`config.mk`:
```
export PLATFORM = sky130hd
export DESIGN_NAME = pump_scheduler
export DESIGN_NICKNAME = d
export VERILOG_FILES = /design/src/rtl/diffuser_pkg.sv /design/src/rtl/sec_tick_gen.sv /design/src/rtl/pump_scheduler.sv
export SDC_FILE = /design/constraint.sdc
export NUM_CORES = 1
export LEC_CHECK = 0
export ABC_AREA = 1
export BUFFER_PORTS_ARGS = -buffer_cell sky130_fd_sc_hd__buf_2
export CAP_MARGIN = 5
export CORE_MARGIN = 5
export CORE_UTILIZATION = 32
export DETAILED_ROUTE_END_ITERATION = 10
export PLACE_DENSITY = 0.47
export SLEW_MARGIN = 20
export SYNTH_ARGS = -nofsm -noshare
export SYNTH_HDL_FRONTEND = slang
export SYNTH_HIERARCHICAL = 1
export SYNTH_SLANG_ARGS = --single-unit
```
`constraint.sdc`:
```
create_clock -name clk -period 2.7 [get_ports clk]
set_input_delay 0.54 -clock clk [delete_from_list [all_inputs] [get_ports clk]]
set_output_delay 0.54 -clock clk [all_outputs]
set_load 0.02 [all_outputs]
```
`src/rtl/diffuser_pkg.sv`:
```
// Shared encodings for the scent diffuser pump scheduler: FSM states,
// scent codes, session timer codes and the timer-to-minutes table.
package diffuser_pkg;

  typedef enum logic [1:0] {
    ST_IDLE   = 2'd0,
    ST_SPRAY  = 2'd1,
    ST_PAUSE  = 2'd2,
    ST_MANUAL = 2'd3
  } state_t;

  localparam logic [1:0] SCENT_COTTON = 2'd0;
  localparam logic [1:0] SCENT_WOODY  = 2'd1;
  localparam logic [1:0] SCENT_CITRUS = 2'd2;

  localparam logic [1:0] TIMER_30  = 2'd0;
  localparam logic [1:0] TIMER_60  = 2'd1;
  localparam logic [1:0] TIMER_120 = 2'd2;

  localparam int REMAIN_W = 7;

  // Session length in minutes; the unused code 3 falls back to 30 min.
  function automatic logic [REMAIN_W-1:0] timer_minutes(input logic [1:0] sel);
    case (sel)
      TIMER_60:  return 7'd60;
      TIMER_120: return 7'd120;
      default:   return 7'd30;
    endcase
  endfunction

  // Scent code 3 is undefined and is treated as Cotton.
  function automatic logic [1:0] scent_norm(input logic [1:0] sel);
    return (sel == 2'd3) ? SCENT_COTTON : sel;
  endfunction

  // One-hot pump select; bit index equals the scent code.
  function automatic logic [2:0] scent_onehot(input logic [1:0] code);
    case (code)
      SCENT_WOODY:  return 3'b010;
      SCENT_CITRUS: return 3'b100;
      default:      return 3'b001;
    endcase
  endfunction

endpackage

```
`src/rtl/sec_tick_gen.sv`:
```
// Second prescaler: tick is high for one cycle every CLK_HZ cycles,
// counted from the last restart (restart clears the count).
module sec_tick_gen #(
  parameter int CLK_HZ = 1_000_000
) (
  input  logic clk,
  input  logic reset,
  input  logic restart,
  output logic tick
);

  localparam int CNT_W = (CLK_HZ > 1) ? $clog2(CLK_HZ) : 1;
  localparam logic [CNT_W-1:0] CNT_LAST = CNT_W'(CLK_HZ - 1);

  logic [CNT_W-1:0] count_q;

  // Free-running cycle counter that wraps at CLK_HZ and restarts on demand.
  always_ff @(posedge clk or negedge reset) begin
    if (!reset) begin
      count_q <= '0;
    end else if (restart || (count_q == CNT_LAST)) begin
      count_q <= '0;
    end else begin
      count_q <= count_q + CNT_W'(1);
    end
  end

  assign tick = (count_q == CNT_LAST);

endmodule

```
`src/rtl/pump_scheduler.sv`:
```
// Scent diffuser pump scheduler: timed spray/pause sessions with a
// minute countdown, single manual sprays, and one-hot pump drive.
module pump_scheduler
  import diffuser_pkg::*;
#(
  parameter int CLK_HZ      = 1_000_000,
  parameter int MIN_S       = 60,
  parameter int SPRAY_ON_S  = 5,
  parameter int SPRAY_OFF_S = 25
) (
  input  logic       clk,
  input  logic       reset,
  input  logic       pump_on,
  input  logic       pump_off,
  input  logic       manual_on,
  input  logic [1:0] scent_sel,
  input  logic [1:0] timer_sel,
  output logic [2:0] pump_en,
  output logic       busy,
  output logic [1:0] state,
  output logic [6:0] remain_min,
  output logic       done
);

  localparam int PH_MAX = (SPRAY_ON_S > SPRAY_OFF_S) ? SPRAY_ON_S : SPRAY_OFF_S;
  localparam int PH_W   = $clog2(PH_MAX + 1);
  localparam int SUB_W  = (MIN_S > 1) ? $clog2(MIN_S) : 1;

  localparam logic [PH_W-1:0]  PH_ON    = PH_W'(SPRAY_ON_S);
  localparam logic [PH_W-1:0]  PH_OFF   = PH_W'(SPRAY_OFF_S);
  localparam logic [PH_W-1:0]  PH_ONE   = PH_W'(1);
  localparam logic [SUB_W-1:0] SUB_LAST = SUB_W'(MIN_S - 1);

  state_t                state_q, state_n;
  logic [PH_W-1:0]       phase_q, phase_n;
  logic [SUB_W-1:0]      sub_q, sub_n;
  logic [1:0]            scent_q, scent_n;
  logic [REMAIN_W-1:0]   remain_q, remain_n;
  logic [2:0]            pump_en_q, pump_en_n;
  logic                  busy_q, busy_n;
  logic                  done_q, done_n;
  logic                  restart;
  logic                  tick;
  logic                  minute_wrap;

  sec_tick_gen #(
    .CLK_HZ (CLK_HZ)
  ) u_sec_tick (
    .clk     (clk),
    .reset   (reset),
    .restart (restart),
    .tick    (tick)
  );

  // State, counters and registered outputs.
  always_ff @(posedge clk or negedge reset) begin
    if (!reset) begin
      state_q   <= ST_IDLE;
      phase_q   <= '0;
      sub_q     <= '0;
      scent_q   <= '0;
      remain_q  <= '0;
      pump_en_q <= '0;
      busy_q    <= 1'b0;
      done_q    <= 1'b0;
    end else begin
      state_q   <= state_n;
      phase_q   <= phase_n;
      sub_q     <= sub_n;
      scent_q   <= scent_n;
      remain_q  <= remain_n;
      pump_en_q <= pump_en_n;
      busy_q    <= busy_n;
      done_q    <= done_n;
    end
  end

  // Next-state logic: stop beats start, start beats manual, and session
  // expiry beats a coincident phase expiry.
  always_comb begin
    state_n     = state_q;
    phase_n     = phase_q;
    sub_n       = sub_q;
    scent_n     = scent_q;
    remain_n    = remain_q;
    done_n      = 1'b0;
    restart     = 1'b0;
    minute_wrap = (sub_q == SUB_LAST);

    if (pump_off) begin
      state_n  = ST_IDLE;
      phase_n  = '0;
      sub_n    = '0;
      remain_n = '0;
    end else if (pump_on) begin
      restart  = 1'b1;
      state_n  = ST_SPRAY;
      phase_n  = PH_ON;
      sub_n    = '0;
      remain_n = timer_minutes(timer_sel);
      scent_n  = scent_norm(scent_sel);
    end else begin
      case (state_q)
        ST_IDLE: begin
          if (manual_on) begin
            restart = 1'b1;
            state_n = ST_MANUAL;
            phase_n = PH_ON;
            scent_n = scent_norm(scent_sel);
          end
        end
        ST_SPRAY, ST_PAUSE: begin
          if (tick) begin
            sub_n = minute_wrap ? '0 : sub_q + SUB_W'(1);
            if (minute_wrap) begin
              remain_n = remain_q - REMAIN_W'(1);
            end
            if (minute_wrap && (remain_q <= REMAIN_W'(1))) begin
              state_n  = ST_IDLE;
              phase_n  = '0;
              sub_n    = '0;
              remain_n = '0;
              done_n   = 1'b1;
            end else if (phase_q <= PH_ONE) begin
              if (state_q == ST_SPRAY) begin
                state_n = ST_PAUSE;
                phase_n = PH_OFF;
              end else begin
                state_n = ST_SPRAY;
                phase_n = PH_ON;
                scent_n = scent_norm(scent_sel);
              end
            end else begin
              phase_n = phase_q - PH_ONE;
            end
          end
        end
        ST_MANUAL: begin
          if (tick) begin
            if (phase_q <= PH_ONE) begin
              state_n = ST_IDLE;
              phase_n = '0;
            end else begin
              phase_n = phase_q - PH_ONE;
            end
          end
        end
        default: state_n = ST_IDLE;
      endcase
    end

    pump_en_n = ((state_n == ST_SPRAY) || (state_n == ST_MANUAL))
                ? scent_onehot(scent_n) : 3'b000;
    busy_n    = (state_n != ST_IDLE);
  end

  assign pump_en    = pump_en_q;
  assign busy       = busy_q;
  assign state      = state_q;
  assign remain_min = remain_q;
  assign done       = done_q;

endmodule

```
Word level (Yosys, flattened, before mapping) --
Index checks and enable logic that the tools add are counted.
Word-level totals: output and inout bits 14, word-level logic and storage cells 96, input bits 9, register bits after elaboration 47
Operators by class: add/sub/neg operators 4, reduce and logical (&&, ||, !) cells 12, muxes and demuxes 54, eq/ne operators 15, order comparisons 2
Operators by type and width (number):
- $mux W5 | 9
- $mux W7 | 6
- $mux W6 | 6
- $mux W2 | 17
- $add A20 B1 Y20 const B | 1
- $eq A20 B20 Y1 const B | 1
- $mux W20 | 1
- $pmux W5 S3 | 1
- $pmux W7 S2 | 1
- $eq A2 B2 Y1 const B | 6
- $ne A4 B4 Y1 const B | 3
- $mux W1 | 9
- $eq A2 B1 Y1 const B | 4
- $le A7 B1 Y1 const B | 1
- $sub A7 B1 Y7 const B | 1
- $add A6 B1 Y6 const B | 1
- $eq A6 B6 Y1 const B | 1
- $pmux W2 S3 | 1
- $pmux W3 S2 | 1
- $reduce_and A3 Y1 | 2
- $reduce_bool A3 Y1 | 2
- $le A5 B1 Y1 const B | 1
- $sub A5 B1 Y5 const B | 1
- $pmux W2 S2 | 1
- other kinds (8) | 9

Depth between registers and ports, before layout --
word-level depth 12, mapped depth 18, mapped depth without buffers 18

Modules after synthesis --
The synthesis kept the hierarchy.
Modules (own cells, without submodules):
- pump_scheduler | times used 1, sequential area each 675.6 sq um, cells each 256, area an instance 1949.4 sq um
- sec_tick_gen | times used 1, sequential area each 500.5 sq um, cells each 154, area an instance 1183.6 sq um

Worst setup path after synthesis --
Ideal clock, no wire load.
path type flip-flop to flip-flop, start reg u_sec_tick.count_q[0], end reg pump_en_q[0], in the netlist pump_en[0], setup slack 0.491 ns, data required time 2.584 ns, arrival 2.093 ns, cell stages (with the launch flop) 17, period minus slack after synthesis 2.209 ns, setup time 0.116 ns, cell sequence dfrtp_1 ha_1 nand3_2 nor2_4 nand3_4 inv_1 inv_1 nor2_8 nand2_1 nand2_1 nand3_1 nand2_1 nand2_2 a21oi_2 ha_1 inv_1 nor2_2
Between the ends: word-level cells in the longest chain between the ends 8, elaborated cells on any way between the ends 17
Ends and longest elaborated chain:
- start, declared | RTL line sec_tick_gen.sv:15 | logic [CNT_W-1:0] count_q;
- start signal, assigned | RTL line sec_tick_gen.sv:24 | count_q <= count_q + CNT_W'(1);
- $eq A20 B20 Y1 (*) | RTL line sec_tick_gen.sv:28 | assign tick = (count_q == CNT_LAST);
- net tick | RTL line pump_scheduler.sv:43 | logic tick;
- $mux W2 (*) | RTL line pump_scheduler.sv:113 | if (tick) begin
- $pmux W2 S2 (*) | RTL line pump_scheduler.sv:103 | case (state_q)
- $mux W2 (*) | RTL line pump_scheduler.sv:95 | end else if (pump_on) begin
- $mux W2 (*) | RTL line pump_scheduler.sv:90 | if (pump_off) begin
- net scent_n[0] | RTL line pump_scheduler.sv:37 | logic [1:0] scent_q, scent_n;
- $eq A2 B2 Y1 / $eq A2 B1 Y1 (equally long branches) | RTL line diffuser_pkg.sv:38 | case (code)
- $pmux W3 S2 (*) | RTL line diffuser_pkg.sv:38
- $mux W3 (*) | RTL line pump_scheduler.sv:153 | ? scent_onehot(scent_n) : 3'b000;
- net pump_en_n[0] | RTL line pump_scheduler.sv:39 | logic [2:0] pump_en_q, pump_en_n;
- end signal, assigned | RTL line pump_scheduler.sv:72 | pump_en_q <= pump_en_n;
- end, declared | RTL line pump_scheduler.sv:39
The timed path passes the listed nets; every way through them passes the cells marked *. A chain may end at the register's enable or synchronous reset.

Final worst setup path --
Same ends and word-level chain as after synthesis.

==> flow_metrics.py <==
metrics = {
    "worst_setup_path": {
        "critPathLaunch": "u_sec_tick/count_q[0]",
        "endpoint_kind": "flop",
        "crit_required_ns": 2.91,
        "arrival_ns": 2.62,
        "crit_fanout": 5,
        "r2r_start": "u_sec_tick/count_q[0]",
        "start_kind": "flop",
        "critical_path_class": "reg -> reg",
    },
    "finish": {
        "finish.net_count": 458,
        "area_delta_synth_final_pct": 10.8,
        "drive_above_1_share": 0.185,
        "diodes": 0,
        "utilization": 0.360,
        "design_area_um2": 3470,
    },
    "die": {
        "start_util": 0.325,
        "die_w_um": 109,
        "coreArea_um2": 9640,
        "pin_count": 23,
        "die_h_um": 109,
        "die_area_um2": 11900,
        "rows": 36,
    },
    "synthesis": {
        "ys_seq_area_frac": 0.375,
        "synth.cell_area_um2": 3130,
        "yosysWarningCount": 6,
        "synth_area_leaders": "dfrtp_1 38%, nand2_1 10%, nor2_1 6.7%, inv_1 6.2%, ha_1 5.2%",
        "synth.avg_cell_area_um2": 7.64,
        "synth.largest_area_cell": "dfrtp_1",
        "ys_seq_elements": 47,
        "synth_top_area_frac": 0.375,
        "syn_nets": 432,
        "syn-instance-count": 410,
        "yosysUniqueCellTypes": 36,
    },
    "timing": {
        "tightest_slew_ns": 0.565,
        "whs_ns": 0.222,
        "fmax_ghz": 0.415,
        "report.final.slew_viol_count": 0,
        "fin_crit_ns": 2.41,
        "timing.final.ws_setup_ns": 0.291,
        "hold_viol": 0,
        "grt_setup_unrepaired": "no",
        "fin_crit_sh": 0.892,
        "clock-skew-final_ns": 0.0162,
        "final.setup.tns_ns": 0,
        "setup_viol": 0,
        "slew_headroom": 0.623,
    },
    "flow_run": {
        "maxCapViolCount": 0,
    },
    "placed_design": {
        "place_area_um2": 3390,
        "dp_slack_ns": 0.272,
        "port_buffers": 22,
        "place.gp.congestion": 0.787,
        "dp_hpwl_um": 5220,
    },
    "clock_tree": {
        "cts_buffer_depth": 2,
        "ctsResizeCount": 0,
        "clock-sinks": 47,
        "ctsRootBufferMaster": "clkbuf_8",
        "worstSkewPairLatency_ns": 0.30,
        "h-tree-depth": 2,
        "clk_pin_slew_ns": 0.10,
        "tritoncts": "built",
        "cts_buffers": 5,
        "cts_setup_buffers": 0,
        "cts_hold_buf": 0,
    },
    "power": {
        "ir_drop_mv": 0.206,
        "p_leak_nw": 1.60,
        "power_density_nw_per_um2": 474,
    },
    "min_path": {
        "hp-class": "in -> async",
    },
    "global_routing": {
        "grt_pass1_wl_um": 12000,
        "first_global_vias": 2605,
        "grt-ovfl-total": 0,
        "grt_max_degree": 26,
        "grt_usage": 0.127,
        "antenna_found_initial": 0,
    },
    "drt": {
        "dr.pass1.iters": 4,
        "drc": 0,
        "vias": 2561,
        "antenna_left": 0,
        "drt_wl_total_um": 6810,
        "viasPerCell": 4.49,
        "wl_per_cell_um": 11.9,
        "drtIter0Drc": 109,
    },
    "run_status": {
        "status": "finished, final reports clean",
    },
}
flip-flops by register name, indices dropped and copies added, names as in the netlist:
signal,count
busy,1
done,1
phase_q,5
pump_en,3
remain_min,7
scent_q,2
state,2
sub_q,6
u_sec_tick/count_q,20
logic make-up (layout without fill, tap and decap cells):
group	Yosys count	in the layout	share of synthesized area
AO/OA/AOI/OAI	47	47	0.0887
XOR/XNOR	19	19	0.0531
adder cells (fa/ha/maj)	13	13	0.0519
buffers and inverters	62	89	0.0843
flip-flops	47	47	0.375
AND/OR/NAND/NOR	222	222	0.347
report_power, final:
group | switching, mW | internal (mW)
logic | 0.266 | 0.148
registers | 0.0548 | 0.751
clock network | 0.244 | 0.182
total | 0.565 | 1.08
through the flow:
| stage | std cells | total power [mW] |
|---|---|---|
| 5_1_grt | 570 | 1.77 |
| 4_1_cts | 570 | 1.68 |
| 6_report | 570 | 1.65 |
| 2_1_floorplan | 410 | 1.13 |
| 3_5_place_dp | 562 | 1.24 |
| 3_3_place_gp | 562 | 1.24 |
placed cells by master (no fill, tap or decap), drive strengths merged, types with 2 or more instances in the layout:
master  count
nand2     100
nor2       78
inv        56
dfrtp      47
nand3      34
buf        24
a21oi      16
o21ai      15
xor2       13
ha         13
o22ai       8
xnor2       6
clkbuf      6
nand4       5
nor3        3
a31oi       2
clkinv      2
worst max-delay path: stages (launching register included):
cell and delay, ns:
dfrtp_1 0.42, ha_1 0.26, nand3_2 0.13, nor2_4 0.16, nand3_4 0.11, inv_1 0.15, inv_1 0.13, nor2_8 0.15
nand2_1 0.08, nand2_1 0.06, nand3_1 0.06, nand2_1 0.09, nand2_2 0.06, a21oi_2 0.14, ha_1 0.24, inv_1 0.06
nor2_2 0.04
routing by layer:
metal | wire (µm) | GRT usage
met5 | 0 | 0
met4 | 49 | 0.0298
met3 | 215 | 0.0278
met2 | 3190 | 0.215
met1 | 3360 | 0.164
synthesized netlist by cell type:
cell type / n
inv_2: 4
xor2_1: 13
nand3_2: 4
a22oi_1: 1
nor2_2: 17
o22ai_1: 8
nand3_1: 27
and3_1: 1
or2_2: 1
clkbuf_1: 1
a21oi_1: 13
o21a_1: 1
buf_8: 2
ha_1: 13
nand3_4: 3
a32o_1: 1
nand2_2: 11
xnor2_1: 6
a21oi_2: 3
nand2_1: 87
buf_2: 1
nor3_1: 3
a31oi_1: 2
dfrtp_1: 47
o21ai_0: 15
inv_1: 52
nor2_1: 56
clkinv_1: 1
a21boi_0: 1
nor2_4: 4
nand2_4: 2
nand4_1: 5
o221ai_1: 1
buf_6: 1
o21bai_1: 1
nor2_8: 1
worst paths after layout:
kind	endpoint	slack, ns	cells past startpoint
max reg2reg	pump_en[0]	0.29	16
max in group asynchronous	u_sec_tick/count_q[13]	1.93	2
max	pump_en[0]	0.29	16
min	phase_q[2]	0.22	1
min reg2reg	u_sec_tick/count_q[0]	0.51	1
min in group clk	u_sec_tick/count_q[0]	0.51	1
area by class of cell:
| type | count | area (µm²) |
|---|---|---|
| Clock inverter | 2 | 12.5 |
| Fill cell | 1067 | 6170 |
| Inverter | 57 | 214 |
| Multi-Input combinational cell | 301 | 1690 |
| Timing Repair Buffer | 24 | 138 |
| Tap cell | 133 | 166 |
| Clock buffer | 6 | 72.6 |
| Sequential cell | 47 | 1180 |
Power figures use the tool's default switching activity.
